`config.mk`:
```
export PLATFORM = sky130hd
export DESIGN_NAME = i2s_audio_tx_flat
export DESIGN_NICKNAME = d
export VERILOG_FILES = /design/src/rtl/i2s_audio_tx_if.sv /design/src/rtl/i2s_audio_tx.sv /design/src/flat_wrapper.sv
export SDC_FILE = /design/constraint.sdc
export NUM_CORES = 1
export LEC_CHECK = 0
export CORE_ASPECT_RATIO = 0.6
export CORE_MARGIN = 2
export CORE_UTILIZATION = 34
export CTS_CLUSTER_DIAMETER = 80
export DETAILED_ROUTE_END_ITERATION = 8
export DONT_BUFFER_PORTS = 1
export PLACE_DENSITY_LB_ADDON = 0.12
export RECOVER_POWER = 50
export SKIP_LAST_GASP = 1
export SLEW_MARGIN = 20
export SYNTH_ARGS = -nofsm -noshare
export SYNTH_HDL_FRONTEND = slang
export SYNTH_SLANG_ARGS = --single-unit
```
`constraint.sdc`:
```
create_clock -name clk -period 4.55 [get_ports clk]
set_input_delay 0.2275 -clock clk [delete_from_list [all_inputs] [get_ports clk]]
set_output_delay 0.2275 -clock clk [all_outputs]
set_load 0.1 [all_outputs]
```
`src/rtl/i2s_audio_tx_if.sv`:
```
// i2s_audio_tx_if: stereo sample push channel into the I2S transmitter FIFO.
interface i2s_audio_tx_if #(
    parameter int SAMPLE_W = 16
);
    logic [2*SAMPLE_W-1:0] s_data;
    logic                  s_valid;
    logic                  s_ready;
    modport master (output s_data, s_valid, input s_ready);
    modport slave (input s_data, s_valid, output s_ready);
endinterface

```
`src/rtl/i2s_audio_tx.sv`:
```
// i2s_audio_tx: I2S master transmitter with sample FIFO, MCLK/BCLK generation and underrun counting.
// Define I2S_TX_HOLD_LAST_EN to repeat the last frame on underrun instead of sending silence.
module i2s_audio_tx #(
    parameter int SAMPLE_W   = 16,
    parameter int SLOT_W     = 32,
    parameter int MCLK_DIV   = 4,
    parameter int BCLK_DIV   = 4,
    parameter int FIFO_DEPTH = 16
) (
    input  logic                        clk,
    input  logic                        reset,
    input  logic                        enable,
    i2s_audio_tx_if.slave               s,
    input  logic                        underrun_clr,
    output logic                        mclk,
    output logic                        bclk,
    output logic                        lrclk,
    output logic                        sdata,
    output logic [$clog2(FIFO_DEPTH):0] fifo_level,
    output logic [15:0]                 underrun_cnt
);
    localparam int FW = 2*SAMPLE_W;
    localparam int AW = $clog2(FIFO_DEPTH);
    localparam int LW = AW + 1;
    localparam int MW = $clog2(MCLK_DIV);
    localparam int BW = $clog2(BCLK_DIV);
    localparam int PW = $clog2(2*SLOT_W);
    localparam logic [MW-1:0] M_LAST = MW'(MCLK_DIV/2 - 1);
    localparam logic [BW-1:0] B_LAST = BW'(BCLK_DIV - 1);
    localparam logic [BW-1:0] B_HALF = BW'(BCLK_DIV/2);
    localparam logic [PW-1:0] P_LAST = PW'(2*SLOT_W - 1);
    localparam logic [PW-1:0] P_SLOT = PW'(SLOT_W);
    localparam logic [PW-1:0] P_SAMP = PW'(SAMPLE_W);
    localparam logic [LW-1:0] L_FULL = LW'(FIFO_DEPTH);

    logic [MW-1:0]       mc_q, mc_d;
    logic                mclk_q, mclk_d;
    logic [BW-1:0]       bc_q, bc_d;
    logic [PW-1:0]       bitpos_q, bitpos_d;
    logic                bclk_q, bclk_d;
    logic                lrclk_q, lrclk_d;
    logic                sdata_q, sdata_d;
    logic [AW-1:0]       rd_q, rd_d, wr_q, wr_d;
    logic [LW-1:0]       level_q, level_d;
    logic                ready_q, ready_d;
    logic [FW-1:0]       frame_q, frame_d;
    logic [15:0]         ucnt_q, ucnt_d;
    logic [FW-1:0]       mem_q [FIFO_DEPTH];
    logic                ev, wrap, push, pop, under, lr_n, bit_n;
    logic [PW-1:0]       q;
    logic [SAMPLE_W-1:0] word, sh;

    always_comb begin
        mc_d     = (mc_q == M_LAST) ? '0 : mc_q + 1'b1;
        mclk_d   = (mc_q == M_LAST) ? ~mclk_q : mclk_q;
        ev       = enable && bc_q == B_LAST;
        wrap     = ev && bitpos_q == P_LAST;
        bc_d     = (!enable || ev) ? '0 : bc_q + 1'b1;
        bitpos_d = !enable ? P_LAST : !ev ? bitpos_q : (bitpos_q == P_LAST) ? '0 : bitpos_q + 1'b1;
        // Data is looked up for the position being entered, so the registered bit lines up with it.
        lr_n     = bitpos_d >= P_SLOT;
        q        = lr_n ? bitpos_d - P_SLOT : bitpos_d;
        word     = lr_n ? frame_q[SAMPLE_W-1:0] : frame_q[FW-1:SAMPLE_W];
        sh       = word << (q - 1'b1);
        bit_n    = (q != '0 && q <= P_SAMP) ? sh[SAMPLE_W-1] :
                   (q == '0 && SAMPLE_W == SLOT_W) ? (lr_n ? frame_q[SAMPLE_W] : frame_q[0]) : 1'b0;
        bclk_d   = enable && (bc_d == B_HALF || (!ev && bclk_q));
        lrclk_d  = enable && (ev ? lr_n : lrclk_q);
        sdata_d  = enable && (ev ? bit_n : sdata_q);
        push     = s.s_valid && ready_q;
        under    = wrap && level_q == '0;
        pop      = wrap && !under;
        wr_d     = push ? wr_q + 1'b1 : wr_q;
        rd_d     = pop ? rd_q + 1'b1 : rd_q;
        level_d  = level_q + LW'(push) - LW'(pop);
        ready_d  = level_d < L_FULL;
`ifdef I2S_TX_HOLD_LAST_EN
        frame_d  = pop ? mem_q[rd_q] : frame_q;
`else
        frame_d  = pop ? mem_q[rd_q] : under ? '0 : frame_q;
`endif
        ucnt_d   = underrun_clr ? '0 : (under && ucnt_q != 16'hFFFF) ? ucnt_q + 1'b1 : ucnt_q;
    end

    always_ff @(posedge clk) begin
        if (push) mem_q[wr_q] <= s.s_data;
    end

    always_ff @(posedge clk or posedge reset) begin
        if (reset) begin
            mc_q     <= '0;
            mclk_q   <= 1'b0;
            bc_q     <= '0;
            bitpos_q <= P_LAST;
            bclk_q   <= 1'b0;
            lrclk_q  <= 1'b0;
            sdata_q  <= 1'b0;
            rd_q     <= '0;
            wr_q     <= '0;
            level_q  <= '0;
            ready_q  <= 1'b1;
            frame_q  <= '0;
            ucnt_q   <= '0;
        end else begin
            mc_q     <= mc_d;
            mclk_q   <= mclk_d;
            bc_q     <= bc_d;
            bitpos_q <= bitpos_d;
            bclk_q   <= bclk_d;
            lrclk_q  <= lrclk_d;
            sdata_q  <= sdata_d;
            rd_q     <= rd_d;
            wr_q     <= wr_d;
            level_q  <= level_d;
            ready_q  <= ready_d;
            frame_q  <= frame_d;
            ucnt_q   <= ucnt_d;
        end
    end

    assign s.s_ready    = ready_q;
    assign mclk         = mclk_q;
    assign bclk         = bclk_q;
    assign lrclk        = lrclk_q;
    assign sdata        = sdata_q;
    assign fifo_level   = level_q;
    assign underrun_cnt = ucnt_q;
endmodule

```
`src/flat_wrapper.sv`:
```
// flat-port wrapper written by rule: the top's interface ports become plain ports
module i2s_audio_tx_flat 
#(
    parameter int SAMPLE_W   = 16,
    parameter int SLOT_W     = 32,
    parameter int MCLK_DIV   = 4,
    parameter int BCLK_DIV   = 4,
    parameter int FIFO_DEPTH = 16
)
  (clk, reset, enable, underrun_clr, mclk, bclk, lrclk, sdata, fifo_level, underrun_cnt, s_s_data, s_s_valid, s_s_ready);
  i2s_audio_tx_if #(.SAMPLE_W(SAMPLE_W)) s_i ();
  input  logic clk;
  input  logic reset;
  input  logic enable;
  input  logic underrun_clr;
  output logic mclk;
  output logic bclk;
  output logic lrclk;
  output logic sdata;
  output logic [$clog2(FIFO_DEPTH):0] fifo_level;
  output logic [15:0] underrun_cnt;
  input wire logic [$bits(s_i.s_data)-1:0] s_s_data;
  input wire logic [$bits(s_i.s_valid)-1:0] s_s_valid;
  output wire logic [$bits(s_i.s_ready)-1:0] s_s_ready;
  assign s_i.s_data = s_s_data;
  assign s_i.s_valid = s_s_valid;
  assign s_s_ready = s_i.s_ready;
  i2s_audio_tx #(.SAMPLE_W(SAMPLE_W), .SLOT_W(SLOT_W), .MCLK_DIV(MCLK_DIV), .BCLK_DIV(BCLK_DIV), .FIFO_DEPTH(FIFO_DEPTH)) u_core (.clk(clk), .reset(reset), .enable(enable), .s(s_i), .underrun_clr(underrun_clr), .mclk(mclk), .bclk(bclk), .lrclk(lrclk), .sdata(sdata), .fifo_level(fifo_level), .underrun_cnt(underrun_cnt));
endmodule
```
# --- Word level (Yosys, flattened, before mapping) ---
# Memories as Yosys holds them, arrays and structs flattened.
# Index checks and enable logic that the tools add are counted.
op_classes:
  n_addsub: 10
  bitwise: 1
  n_eq_ne: 5
  shifts: 1
  reduce_logical: 20
  magnitude_cmp: 3
  n_mux: 16
ops:
  columns: ["operator", "n"]
  rows:
  - ["$mux W32", 2]
  - ["$mux W16", 3]
  - ["$mux W6", 4]
  - ["$add A16 B1 Y16 const B", 1]
  - ["$ne A16 B16 Y1 const B", 1]
  - ["$shl A16 B6 Y16", 1]
  - ["$logic_and A1 B1 Y1", 11]
  - ["$add A4 B1 Y4 const B", 2]
  - ["$add A6 B1 Y6 const B", 1]
  - ["$eq A6 B6 Y1 const B", 1]
  - ["$ge A6 B6 Y1 const B", 1]
  - ["$le A6 B5 Y1 const B", 1]
  - ["$reduce_bool A6 Y1", 1]
  - ["$sub A6 B1 Y6 const B", 1]
  - ["$sub A6 B6 Y6 const B", 1]
  - ["$add A5 B1 Y5", 1]
  - ["$logic_not A5 Y1", 1]
  - ["$lt A5 B5 Y1 const B", 1]
  - ["$mux W1", 5]
  - ["$sub A5 B1 Y5", 1]
  - ["$add A2 B1 Y2 const B", 2]
  - ["$eq A2 B2 Y1 const B", 2]
  - ["$mux W2", 2]
  - ["$reduce_bool A2 Y1", 2]
  - ["4 further kinds", 7]
word_totals:
  output_inout_bits: 26
  in_bits: 37
  ff_bits: 76
  ram_bits: 512
  wordCells: 70
  memories: 1
mem_list:
  columns: ["name", "depth", "width", "rd", "rd_ports_with_merged_regs", "write_ports", "line", "rtl"]
  rows:
  - ["u_core.mem_q", 16, 32, 1, 0, 1, "i2s_audio_tx.sv:48", "logic [FW-1:0] mem_q [FIFO_DEPTH];"]

# --- Depth between registers and ports, before layout ---
depth:
  word_depth: 11
  depth_mapped: 19
  ltp_nobuf: 16

# --- Worst setup path before layout ---
# Ideal clock, no wire load.
synth_timing:
  kind: "register to register"
  startpoint: "register u_core.level_q[3], in the netlist u_core.fifo_level[3]"
  endpoint: "register u_core.ready_q, in the netlist u_core.s.s_ready"
  n_path_buf: 1
  path_slack_ps: 882
  path_stages_with_launch: 18
  arrival_time_ps: 3588
  cell_sequence: "dfrtp_1 > inv_1 > ha_1 > or4b_2 > nand2b_1 > clkinv_1 > clkbuf_1 > ha_1 > inv_1 > ha_1 > inv_1 > fa_1 > inv_1 > a21oi_1 > nor2_1 > nor2_1 > xnor2_1 > inv_1"
synth_via:
  elab_chain_cells: 6
  elab_cells_between_ends: 7
  cone_classes: "add/sub: 2; order compare: 1; reduce/logical: 4"
synth_lines:
  columns: ["element", "line", "rtl"]
  rows:
  - ["start, declared", "i2s_audio_tx.sv:44", "logic [LW-1:0] level_q, level_d;"]
  - ["start signal, assigned", "i2s_audio_tx.sv:114", "level_q <= level_d;"]
  - ["$logic_not A5 Y1", "i2s_audio_tx.sv:71", "under = wrap && level_q == '0;"]
  - ["$logic_and A1 B1 Y1", "i2s_audio_tx.sv:71", null]
  - ["$logic_not A1 Y1", "i2s_audio_tx.sv:72", "pop = wrap && !under;"]
  - ["$logic_and A1 B1 Y1", "i2s_audio_tx.sv:72", null]
  - ["via u_core.pop", "i2s_audio_tx.sv:49", "logic ev, wrap, push, pop, under, lr_n, bit_n;"]
  - ["$sub A5 B1 Y5", "i2s_audio_tx.sv:75", "level_d = level_q + LW'(push) - LW'(pop);"]
  - ["via u_core.level_d[4]", "i2s_audio_tx.sv:44", null]
  - ["$lt A5 B5 Y1", "i2s_audio_tx.sv:76", "ready_d = level_d < L_FULL;"]
  - ["via u_core.ready_d", "i2s_audio_tx.sv:45", "logic ready_q, ready_d;"]
  - ["end signal, assigned", "i2s_audio_tx.sv:115", "ready_q <= ready_d;"]
  - ["end, declared", "i2s_audio_tx.sv:45", null]
# The timed path passes the listed nets, and every way through them passes these cells.
# A chain may end at the register's enable or synchronous reset.

# --- Final worst setup path ---
layout_timing:
  startpoint: "register u_core.level_q[3], in the netlist u_core.fifo_level[3]"
  endpoint: "register u_core.ready_q, in the netlist u_core.s.s_ready"
layout_via:
  elab_chain_cells: 6
  elab_cells_between_ends: 7
  cone_classes: "add/sub: 2; order compare: 1; reduce/logical: 4"
layout_lines:
  columns: ["element", "line"]
  rows:
  - ["parallel branches: the longest is 4 deep, another holds $add A5 B1 Y5", null]
  - ["$sub A5 B1 Y5 *", "i2s_audio_tx.sv:75"]
  - ["via u_core.level_d[4]", "i2s_audio_tx.sv:44"]
  - ["$lt A5 B5 Y1 *", "i2s_audio_tx.sv:76"]
  - ["via u_core.ready_d", "i2s_audio_tx.sv:45"]
# Mark *: on every way through the listed nets, which the timed path passes.

==> flow_metrics.py <==
metrics = {
    "outcome": {
        "status": "finished, violations left",
        "violations": "capacitance limit, slew limit",
    },
    "grt": {
        "gr-total-overflow": 0,
        "grt_usage_pct": 16.2,
        "grt_max_degree": 77,
        "antenna_found_initial": 3,
        "grt_pass1_wl_mm": 81.3,
        "grt_pass1_vias": 11000,
    },
    "critical_path": {
        "cp_data_required_time_ns": 5.07,
        "worst-path-buf-inv": 7,
        "crit_arrival_ns": 4.30,
        "cp_slowest_cell": "or4b_2",
        "path_common_cell": "inv_1",
        "cp_top_family": "buffers and inverters",
        "critPathMaxStageDelay_ns": 0.65,
        "cp-end-kind": "flop",
        "path_cells": "clkbuf_1 -> inv_1 -> ha_1 -> or4b_2 -> nand2b_1 -> clkinv_1 -> ha_1 -> inv_1 -> ha_1 -> inv_1 -> fa_1 -> inv_1 -> a21oi_1 -> nor2_1 -> nor2_1 -> xnor2_1 -> inv_1",
        "start_kind": "flop",
        "worstSetupPathType": "flop to flop",
        "critical_path.max_fanout": 3,
    },
    "synthesis": {
        "synth_fp_nets": 1120,
        "synth_warnings": 0,
        "synth-async-reset-ratio_pct": 12.9,
        "synth-edff-count": 512,
        "synthFlopType": "edfxtp_1",
        "syn_inst": 1067,
        "synthesis.area_sq_um": 23000,
        "syn_area_per_cell_sq_um": 21.5,
        "ys_seq_elements": 588,
        "synth_cell_type_count": 55,
        "synth-seq-area-share_pct": 75.2,
    },
    "timing": {
        "slew_headroom_pct": -97.0,
        "setup_tns_ns": 0,
        "setup_viol": 0,
        "min_period_ns": 3.78,
        "rsz0062_at_grt": "no",
        "clock_skew_ns": 0.0126,
        "slew_viol_final": 77,
        "finalHoldViolations": 0,
        "tightest_slew_ns": 2.96,
        "timing.final.crit_share_pct": 83.1,
        "fmax_ghz": 0.265,
    },
    "die": {
        "coreArea_sq_um": 66500,
        "fp.dieH_um": 205,
        "start_util_pct": 34.5,
        "rows": 73,
        "die_area_sq_um": 69700,
        "die_w_um": 340,
        "pin_count": 63,
    },
    "cts": {
        "holdBufCountCts": 36,
        "post_cts_buffers": 0,
        "clk_pin_slew_worst_paths_ns": 0.07,
        "cts_resized": 0,
        "clockBufferDepth": 3,
        "clock_latency_ns": 0.60,
        "cts_root_buf": "clkbuf_16",
        "htree_levels": 2,
        "cts_tree": "built",
        "cts.sinks": 588,
        "cts_made_buffers": 55,
    },
    "power_and_ir_drop": {
        "clkPwrFrac_pct": 31.0,
        "cellLeakagePower_nw": 8.64,
        "switching_share_pct": 28.0,
        "p_total_mw": 14.7,
        "combPwrFrac_pct": 22.4,
        "p_seq_share_pct": 46.6,
        "powerDensity_nw_per_um2": 553,
        "vdd.ir_drop.worst_mv": 0.255,
        "switching_power_mw": 4.11,
        "intPower_mw": 10.6,
    },
    "min_path": {
        "min_path_type": "input pin to flop",
    },
    "drt": {
        "drt_iter0_drc": 959,
        "num_vias": 10900,
        "final_antenna_net_count": 0,
        "dr.pass1.iters": 5,
        "drt_wl_total_mm": 55.8,
        "wl_per_cell_um": 26.5,
        "route.detailed.drc": 0,
        "vias_per_cell": 5.17,
    },
    "place": {
        "portBuffers": 0,
        "gp_congestion": 0.797,
        "dp_hpwl_mm": 31.1,
    },
    "cells_and_area": {
        "syn_to_final_growth_pct": 15.6,
        "diodes": 0,
        "drive_above_1_share_pct": 27.8,
        "fillers": 5938,
        "final_nets": 1215,
    },
    "job": {
        "maxCapViolCount": 1,
    },
}
worst min-delay path, cell delays in order:
cell	delay [ns]
and3_1	0.22
nand3_1	0.12
xnor2_1	0.06
cell usage after synthesis, types with 3 or more instances:
cell type	number	area, sq um
a21oi_1	6	30.0
a22o_1	32	280
a31oi_1	3	18.8
and2_1	12	75.1
and3_1	11	68.8
buf_1	13	48.8
clkbuf_1	36	135
dfrtp_1	69	1730
dfstp_2	7	184
edfxtp_1	512	15400
ha_1	15	188
inv_1	23	86.3
mux2_2	6	67.6
mux2i_1	4	40.0
mux4_2	162	3650
nand2_1	29	109
nand2b_1	3	18.8
nand3_1	13	65.1
nand4_1	6	37.5
nor2_1	26	97.6
nor3_1	5	25.0
o21ai_0	7	35.0
or3_1	5	31.3
xnor2_1	17	149
xor2_1	10	87.6
worst paths after layout:
check,cells past startpoint,slack [ns],end,from
worst max-delay path,17,0.77,u_core.s.s_ready,u_core.fifo_level[3]
worst min-delay path,3,0.08,u_core.wr_q[3],s_s_valid
worst max register to register,17,0.77,u_core.s.s_ready,u_core.fifo_level[3]
worst min register to register,1,0.44,u_core.mc_q[0],u_core.mc_q[0]
max in group asynchronous,2,1.33,u_core.rd_q[2],reset
min in group asynchronous,2,1.14,u_core.underrun_cnt[12],reset
sequential cells by signal (all words and copies together) (netlist names):
| register | flops |
|---|---|
| u_core.bc_q | 2 |
| u_core.bclk | 1 |
| u_core.bitpos_q | 6 |
| u_core.fifo_level | 5 |
| u_core.frame_q | 32 |
| u_core.lrclk | 1 |
| u_core.mc_q | 2 |
| u_core.mclk | 1 |
| u_core.mem_q | 512 |
| u_core.rd_q | 4 |
| u_core.s.s_ready | 1 |
| u_core.sdata | 1 |
| u_core.underrun_cnt | 16 |
| u_core.wr_q | 4 |
power by group through the flow:
| stage | clock, mW | sequential (mW) | combinational (mW) |
|---|---|---|---|
| 4_1_cts | 4.70 | 6.85 | 3.36 |
| 6_report | 4.55 | 6.84 | 3.28 |
| 2_1_floorplan | 0 | 6.84 | 2.26 |
| 3_5_place_dp | 0 | 6.96 | 3.26 |
| 5_1_grt | 4.91 | 6.90 | 3.52 |
| 3_3_place_gp | 0 | 6.97 | 3.26 |
cells in the final DEF (no fill, tap or decap), drive strengths merged, types with 2 or more instances in the layout:
cell and count:
xor2 11, a21oi 7, nand2 29, nor3 5, clkbuf 88, inv 25
nand3 14, a22o 32, xnor2 17, or3 5, a211oi 2, dlygate4sd3 36
edfxtp 512, dfrtp 69, nor2b 2, and4 2, mux2i 4, and2 12
nor2 26, buf 48, o211ai 2, mux4 163, o21ai 8, ha 15
mux2 6, nand2b 3, clkinv 20, and3 11, dfstp 7, a31oi 3
nand4 6
metrics by stage:
step                      cell area, sq um  util, %  hold WS (ns)  cells  setup slack (ns)
after floorplan                      23000        -         0.324   1067             0.882
after global placement               24400     36.7         0.293   1969              1.12
after detailed placement             24400     36.7         0.295   1969             0.992
after CTS                            26600     40.0        0.0324   2109             0.969
after global routing                 26500     39.9        0.0951   2109             0.450
final                                26500     39.9        0.0750   2109             0.770
layout make-up:
cell class | count | area [sq um] | area share [%]
multi-input cells | 402 | 5410 | 20.4
clock inverters | 22 | 151 | 0.570
well taps | 900 | 1130 | 4.24
inverters | 25 | 98.8 | 0.372
clock buffers | 82 | 1630 | 6.14
flip-flops and latches | 588 | 17300 | 65.2
repair buffers | 90 | 831 | 3.13
cells by family (layout without fill, tap and decap cells):
logic type | Yosys count | after routing | synth area share, %
AOI/OAI and AO/OA | 65 | 65 | 2.22
DFF | 588 | 588 | 75.2
xor gates and xnor gates | 28 | 28 | 1.15
buffers and inverters | 77 | 219 | 1.32
adders and majority gates | 16 | 16 | 0.904
muxes | 173 | 173 | 16.5
and+or+nand+nor | 120 | 120 | 2.69
layer usage:
metal / vias to the layer above / global-route usage, % / routed length (um)
met5: - / 0 / 41
met4: 6 / 2.86 / 623
met3: 60 / 3.46 / 3060
met2: 258 / 22.8 / 23800
met1: 5974 / 25.7 / 28300
li1: 4601 / - / -
(Power assumes the default switching activity.)
